[src/rtl/fifo_wr_arbiter_if.sv]
// Handshake bundle between the write-side requesters, the arbiter and the FIFO write port.
interface fifo_wr_arbiter_if #(
  parameter int unsigned NUM_REQ   = 4,
  parameter int unsigned DATA_SIZE = 8
);

  logic [NUM_REQ-1:0]           req_valid;
  logic [NUM_REQ*DATA_SIZE-1:0] req_data;
  logic [NUM_REQ-1:0]           req_ready;
  logic [NUM_REQ-1:0]           gnt;
  logic                         w_full;
  logic                         w_en;
  logic [DATA_SIZE-1:0]         w_data;
  logic                         busy;

  // Requester/FIFO side: drives words and the full flag, observes grants and writes.
  modport master (
    output req_valid, req_data, w_full,
    input  req_ready, gnt, w_en, w_data, busy
  );

  // Arbiter side.
  modport slave (
    input  req_valid, req_data, w_full,
    output req_ready, gnt, w_en, w_data, busy
  );

endinterface

[src/rtl/fifo_wr_arbiter.sv]
// Round-robin, burst-locking scheduler for the single async-FIFO write port.
// Optional macro FIFO_WR_ARB_STATS_EN adds a saturating full-stall counter output.
module fifo_wr_arbiter #(
  parameter int unsigned NUM_REQ   = 4,
  parameter int unsigned DATA_SIZE = 8,
  parameter int unsigned MAX_BURST = 4
) (
  input  logic             clk,
  input  logic             rst,
  fifo_wr_arbiter_if.slave bus
`ifdef FIFO_WR_ARB_STATS_EN
  ,
  output logic [15:0]      stall_cnt
`endif
);

  localparam int unsigned OWN_W  = $clog2(NUM_REQ);
  localparam int unsigned BEAT_W = $clog2(MAX_BURST) + 1;

  typedef enum logic {
    S_IDLE  = 1'b0,
    S_BURST = 1'b1
  } state_t;

  state_t               r_state;
  state_t               w_state_nxt;
  logic [OWN_W-1:0]     r_owner;
  logic [OWN_W-1:0]     w_owner_nxt;
  logic [OWN_W-1:0]     r_rr_ptr;
  logic [OWN_W-1:0]     w_rr_nxt;
  logic [OWN_W-1:0]     w_owner_inc;
  logic [OWN_W-1:0]     w_win;
  logic                 w_any;
  logic [NUM_REQ-1:0]   r_gnt;
  logic [NUM_REQ-1:0]   w_gnt_nxt;
  logic [BEAT_W-1:0]    r_beat;
  logic [BEAT_W-1:0]    w_beat_nxt;
  logic                 w_own_valid;
  logic                 w_wr;
  logic [DATA_SIZE-1:0] w_words [NUM_REQ];

  // Index reached by stepping k places upward from base, wrapping at NUM_REQ.
  function automatic logic [OWN_W-1:0] rr_idx(input logic [OWN_W-1:0] base,
                                              input int unsigned      k);
    return OWN_W'((32'(base) + k) % NUM_REQ);
  endfunction

  for (genvar gi = 0; gi < NUM_REQ; gi++) begin : g_unpack
    assign w_words[gi] = bus.req_data[gi*DATA_SIZE +: DATA_SIZE];
  end

  // First valid requester at or after the round-robin pointer.
  always_comb begin
    w_any = 1'b0;
    w_win = '0;
    for (int unsigned k = 0; k < NUM_REQ; k++) begin
      if (!w_any && bus.req_valid[rr_idx(r_rr_ptr, k)]) begin
        w_any = 1'b1;
        w_win = rr_idx(r_rr_ptr, k);
      end
    end
  end

  assign w_owner_inc = (r_owner == OWN_W'(NUM_REQ - 1)) ? '0 : r_owner + OWN_W'(1);

  // Next-state and write qualification; reset suppresses any write in its cycle.
  always_comb begin
    w_state_nxt = r_state;
    w_owner_nxt = r_owner;
    w_gnt_nxt   = r_gnt;
    w_beat_nxt  = r_beat;
    w_rr_nxt    = r_rr_ptr;
    w_own_valid = 1'b0;
    w_wr        = 1'b0;
    case (r_state)
      S_IDLE: begin
        if (w_any) begin
          w_state_nxt = S_BURST;
          w_owner_nxt = w_win;
          w_gnt_nxt   = NUM_REQ'(1) << w_win;
          w_beat_nxt  = '0;
        end
      end
      S_BURST: begin
        w_own_valid = bus.req_valid[r_owner];
        w_wr        = w_own_valid & ~bus.w_full & rst;
        if (w_wr) begin
          w_beat_nxt = r_beat + BEAT_W'(1);
        end
        // Close on the last permitted beat, or immediately when the owner drops.
        if ((w_wr && (r_beat == BEAT_W'(MAX_BURST - 1))) || !w_own_valid) begin
          w_state_nxt = S_IDLE;
          w_gnt_nxt   = '0;
          w_rr_nxt    = w_owner_inc;
        end
      end
      default: begin
        w_state_nxt = S_IDLE;
      end
    endcase
  end

  always_ff @(posedge clk) begin
    if (!rst) begin
      r_state  <= S_IDLE;
      r_owner  <= '0;
      r_gnt    <= '0;
      r_beat   <= '0;
      r_rr_ptr <= '0;
    end else begin
      r_state  <= w_state_nxt;
      r_owner  <= w_owner_nxt;
      r_gnt    <= w_gnt_nxt;
      r_beat   <= w_beat_nxt;
      r_rr_ptr <= w_rr_nxt;
    end
  end

  assign bus.w_en      = w_wr;
  assign bus.req_ready = w_wr ? r_gnt : '0;
  assign bus.w_data    = w_wr ? w_words[r_owner] : '0;
  assign bus.gnt       = r_gnt;
  assign bus.busy      = (r_state == S_BURST);

`ifdef FIFO_WR_ARB_STATS_EN
  logic [15:0] r_stall_cnt;

  // Counts cycles the owner had a word ready but the FIFO was full.
  always_ff @(posedge clk) begin
    if (!rst) begin
      r_stall_cnt <= '0;
    end else if ((r_state == S_BURST) && w_own_valid && bus.w_full &&
                 (r_stall_cnt != 16'hFFFF)) begin
      r_stall_cnt <= r_stall_cnt + 16'd1;
    end
  end

  assign stall_cnt = r_stall_cnt;
`endif

endmodule

[src/flat_wrapper.sv]
// flat-port wrapper written by rule: the top's interface ports become plain ports
module fifo_wr_arbiter_flat 
#(
  parameter int unsigned NUM_REQ   = 4,
  parameter int unsigned DATA_SIZE = 8,
  parameter int unsigned MAX_BURST = 4
)
  (clk, rst, bus_req_valid, bus_req_data, bus_w_full, bus_req_ready, bus_gnt, bus_w_en, bus_w_data, bus_busy);
  fifo_wr_arbiter_if #(.NUM_REQ(NUM_REQ), .DATA_SIZE(DATA_SIZE)) bus_i ();
  input  logic clk;
  input  logic rst;
  input wire logic [$bits(bus_i.req_valid)-1:0] bus_req_valid;
  input wire logic [$bits(bus_i.req_data)-1:0] bus_req_data;
  input wire logic [$bits(bus_i.w_full)-1:0] bus_w_full;
  output wire logic [$bits(bus_i.req_ready)-1:0] bus_req_ready;
  output wire logic [$bits(bus_i.gnt)-1:0] bus_gnt;
  output wire logic [$bits(bus_i.w_en)-1:0] bus_w_en;
  output wire logic [$bits(bus_i.w_data)-1:0] bus_w_data;
  output wire logic [$bits(bus_i.busy)-1:0] bus_busy;
  assign bus_i.req_valid = bus_req_valid;
  assign bus_i.req_data = bus_req_data;
  assign bus_i.w_full = bus_w_full;
  assign bus_req_ready = bus_i.req_ready;
  assign bus_gnt = bus_i.gnt;
  assign bus_w_en = bus_i.w_en;
  assign bus_w_data = bus_i.w_data;
  assign bus_busy = bus_i.busy;
  fifo_wr_arbiter #(.NUM_REQ(NUM_REQ), .DATA_SIZE(DATA_SIZE), .MAX_BURST(MAX_BURST)) u_core (.clk(clk), .rst(rst), .bus(bus_i));
endmodule
[config.mk]
export PLATFORM = sky130hd
export DESIGN_NAME = fifo_wr_arbiter_flat
export DESIGN_NICKNAME = d
export VERILOG_FILES = /design/src/rtl/fifo_wr_arbiter_if.sv /design/src/rtl/fifo_wr_arbiter.sv /design/src/flat_wrapper.sv
export SDC_FILE = /design/constraint.sdc
export NUM_CORES = 1
export LEC_CHECK = 0
export CAP_MARGIN = 20
export CORE_MARGIN = 2
export CORE_UTILIZATION = 41
export DETAILED_ROUTE_END_ITERATION = 10
export GPL_ROUTABILITY_DRIVEN = 0
export PLACE_DENSITY = 0.83
export REMOVE_ABC_BUFFERS = 1
export SLEW_MARGIN = 10
export SYNTH_ARGS = -nofsm -noshare
export SYNTH_HDL_FRONTEND = slang
export SYNTH_SLANG_ARGS = --single-unit
[constraint.sdc]
create_clock -name clk -period 3.03 [get_ports clk]
set_input_delay 0.303 -clock clk [delete_from_list [all_inputs] [get_ports clk]]
set_output_delay 0.303 -clock clk [all_outputs]
set_load 0.02 [all_outputs]
=== Word-level counts from Yosys, hierarchy flattened ===
Index checks and enable logic that the tools add are counted.

* Register bits: 12
* Output and inout bits: 18
* Word-level logic and storage cells: 74
* Input bits: 39

* Muxes and demuxes: 34
* Equal/unequal tests: 5
* Bitwise operators: 5
* Shifts and indexed selects: 1
* $lt $le $gt $ge: 6
* Reductions and logical operators: 13
* Add/subtract/negate cells: 5

{| class="wikitable"
|+ Operators with widths
! cell !! count
|-
| $mux W8 || 3
|-
| $bmux W8 S2 || 1
|-
| $lt A2 B3 Y1 const B || 5
|-
| $mux W1 || 12
|-
| $mux W4 || 3
|-
| $bmux W1 S2 || 5
|-
| $mux W2 || 5
|-
| $pmux W4 S2 || 1
|-
| $reduce_and A2 Y1 || 4
|-
| $mux W3 || 2
|-
| $pmux W3 S2 || 1
|-
| $add A2 B1 Y2 const B || 2
|-
| $add A2 B2 Y2 const B || 2
|-
| $logic_and A1 B1 Y1 || 4
|-
| $logic_not A1 Y1 || 4
|-
| $ne A2 B2 Y1 const B || 2
|-
| $shl A1 B2 Y4 const A || 1
|-
| $add A3 B1 Y3 const B || 1
|-
| $eq A3 B2 Y1 const B || 1
|-
| $ge A3 B3 Y1 const B || 1
|-
| $not A2 Y3 || 1
|-
| $and A1 B1 Y1 || 2
|-
| $eq A2 B2 Y1 const B || 1
|-
| $ne A2 B1 Y1 const B || 1
|-
| other kinds (3) || 4
|}

=== Logic depth before layout (Yosys ltp) ===
* Word-level depth: 15
* Depth in mapped cells: 6

=== Worst setup path before layout ===
No wires, ideal clock.

* Path kind: flip-flop to output port
* From: register u_core.r_state, in the netlist u_core.bus.busy
* To: output port bus_w_data[5]
* Required time: 2727 ps
* Path buffers: 2
* Data arrival time: 1566 ps
* Slack: 1161 ps
* Stages on the path, launching flop included: 7
* Path through: dfxtp_1 clkbuf_1 nand2_1 o22ai_2 nand3b_2 buf_6 nor2b_1

* Longest elaborated chain between the ends: 2

{| class="wikitable"
|+ RTL lines
! element !! line !! source
|-
| start, declared || fifo_wr_arbiter.sv:25 || <nowiki>state_t r_state;</nowiki>
|-
| start signal, assigned || fifo_wr_arbiter.sv:111 || <nowiki>r_state <= w_state_nxt;</nowiki>
|-
| $mux W1 || fifo_wr_arbiter.sv:75 || <nowiki>case (r_state)</nowiki>
|-
| $mux W8 || fifo_wr_arbiter.sv:121 || <nowiki>assign bus.w_data = w_wr ? w_words[r_owner] : '0;</nowiki>
|-
| end, declared || flat_wrapper.sv:18 || <nowiki>output wire logic [$bits(bus_i.w_data)-1:0] bus_w_data;</nowiki>
|}

Every way passes these cells.

=== Worst setup path in the final report ===
* From: input port bus_req_valid[1]
* To: output port bus_w_data[4]

* Longest elaborated chain between the ends: 6

{| class="wikitable"
|+ RTL lines
! element !! line !! source
|-
| start, declared || flat_wrapper.sv:12 || <nowiki>input wire logic [$bits(bus_i.req_valid)-1:0] bus_req_valid;</nowiki>
|-
| $bmux W1 S2 || fifo_wr_arbiter.sv:85 || <nowiki>w_own_valid = bus.req_valid[r_owner];</nowiki>
|-
| $mux W1 (not written as such) || fifo_wr_arbiter.sv:85 ||
|-
| $and A1 B1 Y1 (2 in series) || fifo_wr_arbiter.sv:86 || <nowiki>w_wr = w_own_valid & ~bus.w_full & rst;</nowiki>
|-
| $mux W1 || fifo_wr_arbiter.sv:75 ||
|-
| $mux W8 || fifo_wr_arbiter.sv:121 ||
|}

Every way passes these cells. The select of a mux whose other input is x is not followed.

==> flow_metrics.py <==
metrics = {
    "sta": {
        "finalSetupViolations": 0,
        "report.final.slew_viol_count": 0,
        "layout_worst_path_cycle_share": 0.930,
        "fmax_mhz": 355,
        "final.setup.tns_ns": 0,
        "finalHoldViolations": 0,
        "tightestPinTransition_ns": 0.584,
        "finClkSkew_ns": 0.0166,
        "worst_slack_ns": 0.213,
        "post-route-min-period_ns": 2.82,
        "relSlewSlack": 0.607,
        "setup_repair_after_global_routing_missed_its_margin": "no",
    },
    "layout": {
        "nets": 208,
        "antenna_cells": 0,
        "area_growth_syn_to_layout_pct": 62.5,
        "layout.cell_area.non_filler_um2": 1620,
        "mostFrequentLayoutCell": "sky130_fd_sc_hd__clkdlybuf4s50_1",
        "drive_above_1_share": 0.127,
        "most-common-layout-cells": "56 x sky130_fd_sc_hd__clkdlybuf4s50_1, 15 x sky130_fd_sc_hd__nand2_1, 11 x sky130_fd_sc_hd__dfxtp_1",
    },
    "drt": {
        "drt_pass1_iterations": 4,
        "wire_per_inst_um": 16.8,
        "postRouteAntennaNets": 0,
        "detail_route.vias_per_cell": 5.61,
        "post-route-drc-count": 0,
        "detailroute.via_count": 1083,
        "first_iter_violations": 22,
        "detail_route.wirelength_um": 3250,
    },
    "worst_setup_path": {
        "critical_path_depth_in_cells": 6,
        "cp_num_buf_inv": 2,
        "cp-startpoint": "bus_req_valid[1]",
        "crit-reg2reg-launch": "u_core.r_owner[1]",
        "slowest_stage": "sky130_fd_sc_hd__clkdlybuf4s50_1",
        "rrSetupSlack_ns": 1.28,
        "critical_path.max_stage_delay_ns": 0.60,
        "cp.required_ns": 2.73,
        "critPathMostFrequentCell": "sky130_fd_sc_hd__clkdlybuf4s50_1",
        "path_max_fanout": 16,
        "path_cells": "clkdlybuf4s50_1, mux2i_1, o22ai_2, nand3b_2, and2b_1, clkdlybuf4s50_1",
        "cp_data_arrival_time_ns": 2.51,
        "worstSetupStartpointType": "primary input",
        "critical_path.endpoint_type": "output pin",
        "critPathKind": "in2out",
        "endpoint": "bus_w_data[4]",
        "ff2ff_path_depth": 4,
        "regToRegEndpoint": "u_core.bus.gnt[3]",
        "cell_family_with_most_cp_delay": "buffers and inverters",
    },
    "yosys": {
        "syn_area_um2": 1000,
        "yosysWarnings": 0,
        "ys_ff_latch": 12,
        "yosysUniqueCellTypes": 36,
        "syn_avg_cell_area_um2": 9.34,
        "syn-instance-count": 107,
        "proportion_of_synthesized_chip_area_in_sequential_cells": 0.240,
    },
    "job": {
        "maxCapViolCount": 0,
    },
    "run_status": {
        "status": "finished, final reports clean",
    },
    "placement": {
        "buffer_ports.inserted": 56,
        "hpwl_um": 2710,
        "place_area_um2": 1590,
        "placement.setup.worst_slack_ns": 0.194,
    },
    "power_and_ir_drop": {
        "p_leak_nw": 0.641,
        "ir_drop_mv": 0.335,
        "power.density_cell_area_nw_per_um2": 316,
    },
    "global_route": {
        "grt.total_usage": 0.232,
        "global_route_wire_length_before_repair_um": 4760,
        "first_global_vias": 1081,
        "grt_overflow": 0,
        "antenna_found_initial": 0,
        "pin_count_of_the_biggest_net_entering_global_routing": 17,
    },
    "cts": {
        "cts_resized": 0,
        "cts-root-buf": "sky130_fd_sc_hd__clkbuf_4",
        "clock_latency_on_the_worst_skew_pair_ns": 0.28,
        "clk_path_buf_depth": 2,
        "cts_h_tree_depth": 1,
        "cts_inserted_buffers": 3,
        "clkTransAtPathRegs_ns": 0.07,
        "tritoncts": "done",
        "ctsHoldBuffers": 0,
        "post_cts_buffers": 0,
        "cts_sinks": 12,
    },
    "floorplan": {
        "fp.dieH_um": 53.4,
        "die_footprint_um2": 2850,
        "std_cell_rows": 17,
        "dieWidth_um": 53.4,
        "io-pin-count": 57,
        "initial_core_util": 0.443,
        "placeable_core_region_um2": 2250,
    },
    "min_path": {
        "hold_path.class": "reg2reg",
    },
}
-- power by group --
group	internal [mW]	total (mW)	leakage (nW)	switching, mW
logic	0.118	0.195	0.521	0.0777
clock network	0.0731	0.132	0.0210	0.0586
registers	0.170	0.187	0.0984	0.0172
-- through the flow --
step	total power, mW	hold WS [ns]	std cells	util
3_5_place_dp	0.386	0.463	189	0.704
6_report	0.514	0.480	193	0.720
4_1_cts	0.513	0.484	193	0.720
3_3_place_gp	0.376	0.450	189	0.704
2_1_floorplan	0.286	0.417	102	-
5_1_grt	0.540	0.507	193	0.720
-- cell usage after synthesis (all sizes together) --
library cell / n / area (um^2)
nand2: 15 / 56.3
dfxtp: 12 / 240
inv: 8 / 30.0
mux4: 8 / 180
and2b: 7 / 52.6
mux2i: 7 / 70.1
nor2: 7 / 26.3
nand2b: 6 / 37.5
buf: 3 / 23.8
ha: 3 / 37.5
nor2b: 3 / 18.8
a21o: 2 / 15.0
clkbuf: 2 / 7.51
nand3b: 2 / 18.8
o21a: 2 / 15.0
o2bb2ai: 2 / 17.5
o32ai: 2 / 17.5
a21boi: 1 / 7.51
a21oi: 1 / 5.00
a311oi: 1 / 15.0
and2: 1 / 6.26
nand3: 1 / 5.00
nand4: 1 / 6.26
nor3: 1 / 5.00
nor4: 1 / 21.3
o211ai: 1 / 7.51
o21ai: 1 / 5.00
o22ai: 1 / 12.5
o311a: 1 / 10.0
o31a: 1 / 8.76
o31ai: 1 / 7.51
or2: 1 / 6.26
or3: 1 / 6.26
-- worst min-delay path by stage --
stage                     startpoint                to  slack (ns)  cells after the start
finish              u_core.r_beat[0]  u_core.r_beat[0]        0.48                      1
global placement    u_core.r_beat[2]  u_core.r_beat[2]        0.45                      2
detailed placement  u_core.r_beat[2]  u_core.r_beat[2]        0.46                      2
global route        u_core.r_beat[0]  u_core.r_beat[0]        0.51                      1
CTS                 u_core.r_beat[0]  u_core.r_beat[0]        0.48                      1
floorplan                        rst   u_core.bus.busy        0.42                      2
-- routing by layer --
layer / vias to the layer above / wire length (um) / track usage
li1: 502 / - / -
met1: 506 / 1100 / 0.221
met2: 63 / 1600 / 0.420
met3: 12 / 450 / 0.0876
met4: 0 / 100 / 0.132
met5: - / 0 / 0
-- cell type report --
class,count,area [um^2]
fillers,187,631
multi-input cells,82,698
inverters,8,30.0
well taps,28,35.0
clock buffers,4,36.3
repair buffers,59,583
flip-flops and latches,12,241
-- registers in the layout, summed over array words and instances, names as in the netlist --
signal and count:
u_core.bus.gnt 4, u_core.r_rr_ptr 2, u_core.bus.busy 1, u_core.r_owner 2, u_core.r_beat 3
-- cell families (layout without fill, tap and decap cells) --
group	Yosys count	count (layout)	share of synthesized area
compound gates	17	17	0.144
fa+ha+maj	3	3	0.0376
buf+inv	13	71	0.0613
flops	12	12	0.240
mux	15	15	0.250
simple gates	47	47	0.267
Note: power is estimated with default switching activity, not from simulation.
